$ cat config.mk
export PLATFORM = sky130hd
export DESIGN_NAME = alu16_seq
export DESIGN_NICKNAME = d
export VERILOG_FILES = /design/src/rtl/alu16_seq.sv
export SDC_FILE = /design/constraint.sdc
export NUM_CORES = 1
export LEC_CHECK = 0
export CORE_ASPECT_RATIO = 1.1
export CORE_MARGIN = 3
export CORE_UTILIZATION = 35
export CTS_CLUSTER_DIAMETER = 150
export DETAILED_ROUTE_END_ITERATION = 12
export GPL_TIMING_DRIVEN = 0
export PLACE_DENSITY = 0.59
export RECOVER_POWER = 50
export SLEW_MARGIN = 20
export SYNTH_ARGS = -nofsm -noshare
export SYNTH_HDL_FRONTEND = slang
export SYNTH_SLANG_ARGS = --single-unit
$ cat constraint.sdc
create_clock -name clk -period 3.8 [get_ports clk]
set_input_delay 0.38 -clock clk [delete_from_list [all_inputs] [get_ports clk]]
set_output_delay 0.38 -clock clk [all_outputs]
set_load 0.02 [all_outputs]
$ cat src/rtl/alu16_seq.sv
// 16-bit register-pair arithmetic sequenced as two byte operations on the shared 8-bit ALU.
// Result and flags are registered and announced by a one-cycle done pulse.
module alu16_seq (
    input  logic        clk,
    input  logic        rst_n,
    input  logic        start,
    input  logic [1:0]  op,
    input  logic [15:0] opa,
    input  logic [15:0] opb,
    input  logic [3:0]  flags_in,
    output logic        busy,
    output logic        done,
    output logic [15:0] result,
    output logic [3:0]  flags_out,
    output logic [7:0]  alu_a,
    output logic [7:0]  alu_b,
    output logic [4:0]  alu_op,
    output logic [3:0]  alu_flags_in,
    input  logic [7:0]  alu_result,
    input  logic [3:0]  alu_flags_out
);

    localparam logic [1:0] OpAdd16 = 2'd0;
    localparam logic [1:0] OpInc16 = 2'd1;
    localparam logic [1:0] OpDec16 = 2'd2;
    localparam logic [1:0] OpAddSp = 2'd3;

    localparam logic [4:0] AluAdd = 5'h00;
    localparam logic [4:0] AluAdc = 5'h01;
    localparam logic [4:0] AluSub = 5'h02;
    localparam logic [4:0] AluSbc = 5'h03;

    localparam int unsigned FlagZ = 3;
    localparam int unsigned FlagH = 1;
    localparam int unsigned FlagC = 0;

    typedef enum logic [1:0] {StIdle, StLo, StHi} state_e;

    state_e      state_q, state_d;
    logic [1:0]  op_q;
    logic [15:0] opa_q, opb_q;
    logic [3:0]  flags_q;
    logic [7:0]  lo_q;
    logic        lo_h_q, lo_c_q;
    logic [15:0] result_q;
    logic [3:0]  flags_out_q;
    logic        done_q;
    logic [3:0]  final_flags;
    logic        accept;

    // Z and N of the ALU are never consumed: Z comes from the CPU, N is implied by the op.
    logic unused_alu_flags;
    assign unused_alu_flags = ^alu_flags_out[3:2];

    assign accept = (state_q == StIdle) && start;

    always_ff @(posedge clk) begin
        if (!rst_n) begin
            state_q <= StIdle;
        end else begin
            state_q <= state_d;
        end
    end

    always_comb begin
        state_d = state_q;
        unique case (state_q)
            StIdle:  if (start) state_d = StLo;
            StLo:    state_d = StHi;
            StHi:    state_d = StIdle;
            default: state_d = StIdle;
        endcase
    end

    always_ff @(posedge clk) begin
        if (!rst_n) begin
            op_q        <= 2'd0;
            opa_q       <= 16'h0000;
            opb_q       <= 16'h0000;
            flags_q     <= 4'h0;
            lo_q        <= 8'h00;
            lo_h_q      <= 1'b0;
            lo_c_q      <= 1'b0;
            result_q    <= 16'h0000;
            flags_out_q <= 4'h0;
            done_q      <= 1'b0;
        end else begin
            done_q <= 1'b0;
            if (accept) begin
                op_q    <= op;
                opa_q   <= opa;
                opb_q   <= opb;
                flags_q <= flags_in;
            end
            if (state_q == StLo) begin
                lo_q   <= alu_result;
                lo_h_q <= alu_flags_out[FlagH];
                lo_c_q <= alu_flags_out[FlagC];
            end
            if (state_q == StHi) begin
                result_q    <= {alu_result, lo_q};
                flags_out_q <= final_flags;
                done_q      <= 1'b1;
            end
        end
    end

    always_comb begin
        final_flags = flags_q;
        unique case (op_q)
            OpAdd16: final_flags = {flags_q[FlagZ], 1'b0, alu_flags_out[FlagH],
                                    alu_flags_out[FlagC]};
            OpInc16: final_flags = flags_q;
            OpDec16: final_flags = flags_q;
            OpAddSp: final_flags = {2'b00, lo_h_q, lo_c_q};
            default: final_flags = flags_q;
        endcase
    end

    always_comb begin
        alu_a        = 8'h00;
        alu_b        = 8'h00;
        alu_op       = AluAdd;
        alu_flags_in = 4'h0;
        unique case (state_q)
            StLo: begin
                alu_b = opa_q[7:0];
                unique case (op_q)
                    OpInc16: alu_a = 8'h01;
                    OpDec16: begin
                        alu_a  = 8'h01;
                        alu_op = AluSub;
                    end
                    default: alu_a = opb_q[7:0];
                endcase
            end
            StHi: begin
                alu_b        = opa_q[15:8];
                alu_flags_in = {3'b000, lo_c_q};
                alu_op       = AluAdc;
                unique case (op_q)
                    OpAdd16: alu_a = opb_q[15:8];
                    OpInc16: alu_a = 8'h00;
                    OpDec16: begin
                        alu_a  = 8'h00;
                        alu_op = AluSbc;
                    end
                    // Sign-extend e8 into the high byte.
                    default: alu_a = opb_q[7] ? 8'hFF : 8'h00;
                endcase
            end
            default: ;
        endcase
    end

    assign busy      = (state_q == StLo) || (state_q == StHi);
    assign done      = done_q;
    assign result    = result_q;
    assign flags_out = flags_out_q;

endmodule

**Word-level counts from Yosys, hierarchy flattened**

Index checks and enable logic that the tools add are counted.

- Reductions and logical operators: 5
- Div/mod/pow operators: 0
- Bitwise logic cells: 0
- Order comparisons: 0
- Equal/unequal tests: 6
- Multiplexer cells: 13
- Add/subtract/negate cells: 0
- Shift operators: 0
- Multipliers: 0

Operator list:

| cell | number |
|---|---|
| 8-bit one-hot mux with 2 select lines | 3 |
| 8-bit two-way mux | 2 |
| 4-bit one-hot mux with 3 select lines | 1 |
| 2-bit one-hot mux with 2 select lines | 2 |
| 2-bit equality test, second input constant | 3 |
| 2-bit two-way mux | 3 |
| 2-bit by 1-bit equality test with 1-bit output, second input constant | 2 |
| 2-bit logical NOT | 2 |
| 1-bit two-way mux | 2 |
| 2-bit != test, second input constant | 1 |
| 2-bit OR reduction | 1 |
| 1-bit logical AND | 1 |
| 1-bit logical OR | 1 |

- RAM bits: 0
- ROM bits: 0
- Memories: 0
- Latch bits: 0
- Flip-flop bits (word level): 71
- Output and inout bits: 47
- Input port bits: 53

**Longest topological paths before layout**

Gate-level depths: netlist (run 1).

- Depth in word-level cells: 4
- Mapped depth: 7
- Depth with buffers taken out: 5

**Worst setup path before layout (run 1)**

Ideal clock, no wire load.

- Kind: register to output
- From: register state_q[1]
- To: output alu_a[0]
- Arrival time: 1.607 ns
- Buffers on the path: 1
- Cell stages (with the launch flop): 6
- Setup slack: 1.813 ns
- Required time: 3.420 ns
- Path through: dfxtp_1 -> inv_1 -> ha_1 -> clkbuf_2 -> o211ai_2 -> o22ai_1

- Longest elaborated chain between the ends: 2
- Elaborated cells between the ends (all ways): 3
- Classes of those cells: 2 x eq/ne; 1 x mux

Ends and longest elaborated chain:

| what | RTL line | source |
|---|---|---|
| start: declaration | 39 | `state_e state_q, state_d;` |
| start signal: assignment | 59 | `state_q <= StIdle;` |
| start signal: assignment | 61 | `state_q <= state_d;` |
| 2-bit equality test / 2-bit by 1-bit equality test with 1-bit output (equally long branches) | 125 | `unique case (state_q)` |
| 8-bit one-hot mux with 2 select lines * | 125 |  |
| end: declaration | 15 | `output logic [7:0] alu_a,` |

Every way passes the cells marked *; elsewhere a longest branch is shown, timed or not.

**Final worst setup path (run 1)**

- From: register state_q[0]
- To: output alu_b[7]

- Longest elaborated chain between the ends: 2
- Elaborated cells between the ends (all ways): 3
- Classes of those cells: 2 x eq/ne; 1 x mux

Ends and longest elaborated chain:

| what | RTL line | source |
|---|---|---|
| 2-bit equality test / 2-bit by 1-bit equality test with 1-bit output (equally long branches) | 125 |  |
| 8-bit one-hot mux with 2 select lines * | 125 |  |
| end: declaration | 16 | `output logic [7:0] alu_b,` |

Marked as above.

==> summary.txt, run 1 <==
Logic synthesis
  – Post-synth cell types: 29
  – Post-synthesis cell area: 3163 um2
  – Ys Warns: 0
  – Post-Synth Adder-Cell Area: 0.03956
  – Post-Synth Simple-Gate Area: 0.1816
  – Largest family of logic cells by synthesized area: simple AND/OR/NAND/NOR gates
  – Yosys reg bits: 71
  – Compound-cell area share of the yosys netlist: 0.1717
  – Register area share after synthesis: 0.4494
  – Syn avg cell area: 9.195 um2
  – Syn Inst Count: 344
  – Synth Area in XOR/XNOR: 0
  – Multiplexer share of the synthesized area: 0.08861

GRT
  – Initial antenna violation count: 0
  – Vias in the first global route: 2,600
  – First-pass GRT wire length: 13.34 mm
  – Total gr overflow: 0
  – Total track usage: 0.1613
  – Largest net degree at the start of global routing: 13

Place
  – Worst slack, placed: 1226 ps
  – Routability cong.: 0.7117
  – # port buffers: 91
  – Final HPWL DP: 5.834 mm
  – Cells after DPL: 551

Timing
  – Final Skew: 8.980 ps
  – Fin crit share: 0.8336
  – Final Hold Vio Count: 0
  – Fin. max-slew vios: 0
  – Max transition margin: 0.4825
  – Final worst-path setup slack: 632.4 ps
  – Count of final setup violators: 0
  – Fmax: 0.3157 GHz
  – TNS Setup: 0 ps
  – Fin crit period: 3168 ps
  – Worst hold slack: 455.9 ps
  – RSZ-0062 raised after global routing: false
  – Slew of the pin with the lowest slew margin: 776.2 ps

Floorplanning
  – Core Region: 8583 um2
  – Initial Util: 0.3685
  – Chip height: 105.7 um
  – Die Wd: 96.64 um
  – Core Rows: 35
  – I/O pins: 100
  – Die area: 10,220 um2

Worst setup path
  – Critical path class: register to primary output
  – Crit path launch type: register
  – CP max-delay cell: clkdlybuf4s50_1
  – Crit path top cell by count: clkbuf_1
  – Worst path cell trace: inv_1, ha_1, clkbuf_1, clkbuf_1, a22oi_1, nor2b_1, clkdlybuf4s50_1
  – Worst EP arrival: 2790 ps
  – Worst Path Max Fanout: 10
  – CP endpoint kind: primary output
  – Largest stage delay on the critical path: 640 ps
  – Req. time, crit path: 3420 ps

Power and ir drop
  – PwrDens: 452.2 nW/um2
  – Lkg Pwr: 1.616 nW
  – Worst vdd ir: 188.7 uV

Layout
  – Synthesis-to-layout area growth: 40.31%
  – Fraction of layout cells with a size suffix above 1: 0.06798
  – Fin nets: 514
  – Post-route non-filler standard cell count: 567
  – Number of diodes: 0

CTS
  – Post-cts hold buffer count: 0
  – Clk_lat worst skew: 340 ps
  – Bufs on Longest Clock Path: 2
  – Setup Fix Bufs, Post-CTS: 0
  – PostCTS Resize Cnt: 0
  – H-tree depth: 3
  – Clock sinks: 71
  – TritonCTS Buffers: 9
  – Clk slew on worst S/H paths: 70 ps
  – Clock Tree Root: clkbuf_8
  – CTS tree: done

Routing
  – Initial drt markers: 59
  – Total Routed Length: 7.957 mm
  – Vias post-DR: 2,632
  – Antenna Nets Post-Route: 0
  – Residual DRC: 0
  – Vias per inst: 4.642
  – WL/cell: 14.03 um
  – Router iterations before antenna repair: 4

Job
  – Max Cap Violations: 0

Worst hold path
  – Min-Delay Path Class: register to register

Outcome
  – Status: completed
## worst paths after layout
path,endpoint,slack [ps],cells past startpoint,from
setup / recovery,alu_b[7],630,7,state_q[0]
hold / removal,opb_q[12],460,2,opb_q[12]
setup reg to reg,result[10],1590,6,state_q[0]
hold reg to reg,opb_q[12],460,2,opb_q[12]
## synth_stat cells, drive strengths merged
cell type,n,area [um2]
dfxtp,71,1421
conb,1,3.750
a22oi,8,60.06
nand2,78,292.8
o2bb2ai,7,61.31
o21ai,2,10.01
clkbuf,9,35.03
mux2i,28,280.3
a311oi,2,17.52
o211a,1,10.01
inv,7,26.28
a221oi,2,17.52
a21boi,40,300.3
buf,21,153.9
o22ai,1,6.260
nand2b,4,25.02
and2,3,18.77
nor2b,36,225.2
nor2,2,7.510
a21oi,8,40.04
o211ai,2,20.02
ha,10,125.1
nand3,1,5.000
## worst max-delay path: cells and delay by family, from the launching register on
kind                     cells  cell delay, ps
AO/OA/AOI/OAI                1             120
buffers and inverters        4            1710
AND/OR/NAND/NOR              1             130
adder cells (fa/ha/maj)      1             160
flip-flops                   1             330
## stage by stage
stage,power [W],utilization,instance area [um2]
5_1_grt,0.002121,0.5171,4438
6_report,0.002007,0.5171,4438
2_1_floorplan,0.001137,-,3182
3_5_place_dp,0.001312,0.4930,4232
4_1_cts,0.002052,0.5216,4477
3_3_place_gp,0.001306,0.4930,4232
## final cells by class
type                    instances  area [um2]
plain buffers                  30       150.1
clock buffers                  10       137.6
clock inverters                 6       107.6
fillers                       867        4145
inverters                       7       26.28
multi-input cells             241        1545
flip-flops and latches         71        1421
well taps                     111       138.9
repair buffers                 91       910.9
## power by group
group | internal [W] | leakage [nW] | switching, W
Clock | 0.000452 | 0.122 | 0.000282
Combinational | 0.000200 | 0.914 | 0.000230
Sequential | 0.000808 | 0.580 | 0.0000354
Total | 0.00146 | 1.62 | 0.000547
## flip-flops by register name (all words and copies together), names as in the netlist, 2 cells and up
register,count
flags_out,4
flags_q,4
lo_q,8
op_q,2
opa_q,16
opb_q,16
result,16
state_q,2
## layout by cell type (no fill, tap or decap), drive strengths merged, types with 3 or more instances in the layout
| master | count |
|---|---|
| nand2b | 4 |
| nand2 | 78 |
| bufinv | 3 |
| and2 | 3 |
| a22oi | 8 |
| inv | 7 |
| ha | 10 |
| clkbuf | 26 |
| conb | 6 |
| mux2i | 28 |
| buf | 14 |
| clkdlybuf4s50 | 90 |
| nor2b | 36 |
| dfxtp | 71 |
| a21oi | 8 |
| o2bb2ai | 7 |
| a21boi | 40 |
## cell families after synthesis
| group | Yosys count |
|---|---|
| other | 1 |
| adders and majority gates | 10 |
| DFF | 71 |
| AOI/OAI and AO/OA | 73 |
| and+or+nand+nor | 124 |
| buffers and inverters | 37 |
| muxes | 28 |
## per-layer routing
layer,GRT usage,wire length (um),share of wire,up-vias
met5,0,0,0,-
met1,0.2130,3790,0.48,1203
met3,0.04103,471,0.059,11
li1,-,-,-,1344
met4,0.05416,109,0.014,0
met2,0.2564,3586,0.45,74
Note: power is estimated with default switching activity, not from simulation.
==> run 2: changes to the inputs <==
--- a/config.mk
+++ b/config.mk
@@ -11,7 +11,7 @@
 export CTS_CLUSTER_DIAMETER = 150
 export DETAILED_ROUTE_END_ITERATION = 12
 export GPL_TIMING_DRIVEN = 0
-export PLACE_DENSITY = 0.59
+export PLACE_DENSITY = 0.62
 export RECOVER_POWER = 50
 export SLEW_MARGIN = 20
 export SYNTH_ARGS = -nofsm -noshare
==> constraint.sdc (replaced) <==
create_clock -name clk -period 2.7 [get_ports clk]
set_input_delay 0.27 -clock clk [delete_from_list [all_inputs] [get_ports clk]]
set_output_delay 0.27 -clock clk [all_outputs]
set_load 0.02 [all_outputs]
==> run 2 against run 1 <==
Compared with the run above: setup slack worse by 530 ps; sequential share of layout area is 0.38 points higher; core utilization is 0.61 points lower; worst hold slack hardly changed; die area stayed put; final area is 1.2% lower; critical path type unchanged; critical endpoint is now alu_a[2].
==> summary.txt, run 2 (synthesized netlist as in run 1, its figures left out) <==
Outcome
  – Status: completed

Routing
  – Vias post-DR: 2,616
  – Residual DRC: 0
  – Router iterations before antenna repair: 6
  – Vias per inst: 4.614
  – WL/cell: 13.99 um
  – Initial drt markers: 64
  – Total Routed Length: 7.932 mm
  – Antenna Nets Post-Route: 0

CTS
  – CTS tree: done
  – Clk_lat worst skew: 340 ps
  – Clock sinks: 71
  – Bufs on Longest Clock Path: 2
  – Clock Tree Root: clkbuf_8
  – Setup Fix Bufs, Post-CTS: 0
  – Clk slew on worst S/H paths: 80 ps
  – H-tree depth: 3
  – TritonCTS Buffers: 9

Worst setup path
  – FF-to-FF End: opb_q[4]
  – Worst Path Max Fanout: 10
  – Register-to-Register Setup Slack: 800 ps
  – CP endpoint kind: primary output
  – Worst r2r src: state_q[0]
  – Critical Path Start: state_q[1]
  – Crit path launch type: register
  – Req. time, crit path: 2430 ps
  – Critical path class: register to primary output
  – Worst EP arrival: 2330 ps
  – R2R depth: 7

Layout
  – Synthesis-to-layout area growth: 38.65%
  – Layout fillers: 856
  – Commonest cells after routing, fill and taps aside: clkdlybuf4s50_1, nand2_1, dfxtp_1
  – Most common cell after layout, fill and taps aside: clkdlybuf4s50_1
  – Design area: 4385 um2
  – Area occupied by multi-input gates: 1562 um2
  – Final cell utilization of the core: 0.5109
  – Number of diodes: 0
  – Post-route non-filler standard cell count: 567
  – Fin nets: 514
  – Fraction of layout cells with a size suffix above 1: 0.07237
  – Reg area: 1421 um2

GRT
  – Met3 Use GR: 0.04567
  – Top Usage Layer GRT: met2
  – Total track usage: 0.1602
  – Largest net degree at the start of global routing: 12
  – Vias in the first global route: 2,672
  – GRT met2 Usage: 0.2505
  – Total gr overflow: 0
  – Initial antenna violation count: 0
  – First-pass GRT wire length: 13.48 mm
  – GR Util met1: 0.2130

Timing
  – Fin crit share: 0.9639
  – Fin. max-slew vios: 0
  – Final Hold Vio Count: 0
  – Fin crit period: 2603 ps
  – Slew of the pin with the lowest slew margin: 783.4 ps
  – TNS Setup: 0 ps
  – Max transition margin: 0.4777
  – Count of final setup violators: 0
  – RSZ-0062 raised after global routing: false
  – Fmax: 0.3842 GHz
  – Final Skew: 9.778 ps

Floorplanning
  – I/O pins: 100
  – Chip height: 105.7 um
  – Initial Util: 0.3685
  – Core Region: 8583 um2
  – Core Rows: 35
  – Die Wd: 96.64 um
  – Die area: 10,220 um2

Power and ir drop
  – Worst vdd ir: 283.3 uV
  – PwrDens: 575.2 nW/um2
  – Lkg Pwr: 1.666 nW
  – Tot Pwr: 0.002523 W

Place
  – Post-DP Area: 4232 um2
  – Cells after DPL: 551
  – # port buffers: 91
  – Final HPWL DP: 5.740 mm
  – Routability cong.: 0.7226

Worst hold path
  – Worst Hold Launch: opb_q[1]
  – Hold Crit Endpoint: opb_q[1]
  – Min-Delay Path Class: register to register
  – Min-Delay Path Depth: 2

Job
  – Max Cap Violations: 0
run 2: changes by cell type in the layout (fill, tap and decap cells not counted), sizes merged:
| cell | change |
|---|---|
| bufinv | -3 |
| clkdlybuf4s50 | -7 |
| clkinvlp | -1 |
| dlymetal6s2s | +3 |
| dlygate4sd2 | +2 |
| dlygate4sd3 | +2 |
| clkinv | +3 |
| clkbuf | -1 |
| buf | +2 |
run 2: final cells by class:
cell class                 count  share of cell area
multi-input combinational    241              0.3561
sequential                    71              0.3241
timing repair buffer          91              0.2088
buffer                        30             0.03766
tap                          111             0.03167
clock buffer                  11             0.02996
inverter                       7            0.005991
clock inverter                 5            0.005706
run 2: repair_timing:
item,4_1_cts,5_1_grt
setup endpoints to repair,8,13
gates resized for setup,5,6
hold buffers,0,0
cloned,0,0
run 2: worst max path at each step:
stage | to | slack (ps) | depth (start not counted)
5_1_grt | alu_a[2] | 1 | 6
3_3_place_gp | alu_a[7] | 260 | 6
6_report | alu_a[2] | 100 | 6
2_1_floorplan | alu_a[0] | 820 | 5
4_1_cts | alu_a[4] | 30 | 6
3_5_place_dp | alu_a[0] | 240 | 6
run 2: per-stage QoR:
| step | worst slack, ps | hold WS [ps] |
|---|---|---|
| floorplan | 823.3 | 404.8 |
| global placement | 259.0 | 440.6 |
| detailed placement | 236.0 | 445.5 |
| CTS | 32.41 | 455.1 |
| global route | 1.076 | 475.8 |
| finish | 97.43 | 456.3 |
run 2: report_power, final:
| part | internal (W) | total (W) | leakage [nW] | switching (W) |
|---|---|---|---|---|
| combinational | 0.000288 | 0.000616 | 1.00 | 0.000328 |
| clock | 0.000326 | 0.000718 | 0.0866 | 0.000392 |
| sequential | 0.00114 | 0.00119 | 0.580 | 0.0000508 |
run 2: metal layers:
layer / vias to the layer above / share of wire / routed length (um)
met5: - / 0 / 0
met4: 0 / 0.0092 / 73
met3: 7 / 0.061 / 483
met2: 81 / 0.45 / 3544
met1: 1188 / 0.48 / 3831
li1: 1340 / - / -
run 2: critical path: stages, from the launching register on:
cell and delay, ps:
dfxtp_1 380, inv_1 90, ha_1 330, clkbuf_4 230, o211ai_4 150, o2bb2ai_1 180
clkdlybuf4s50_1 620
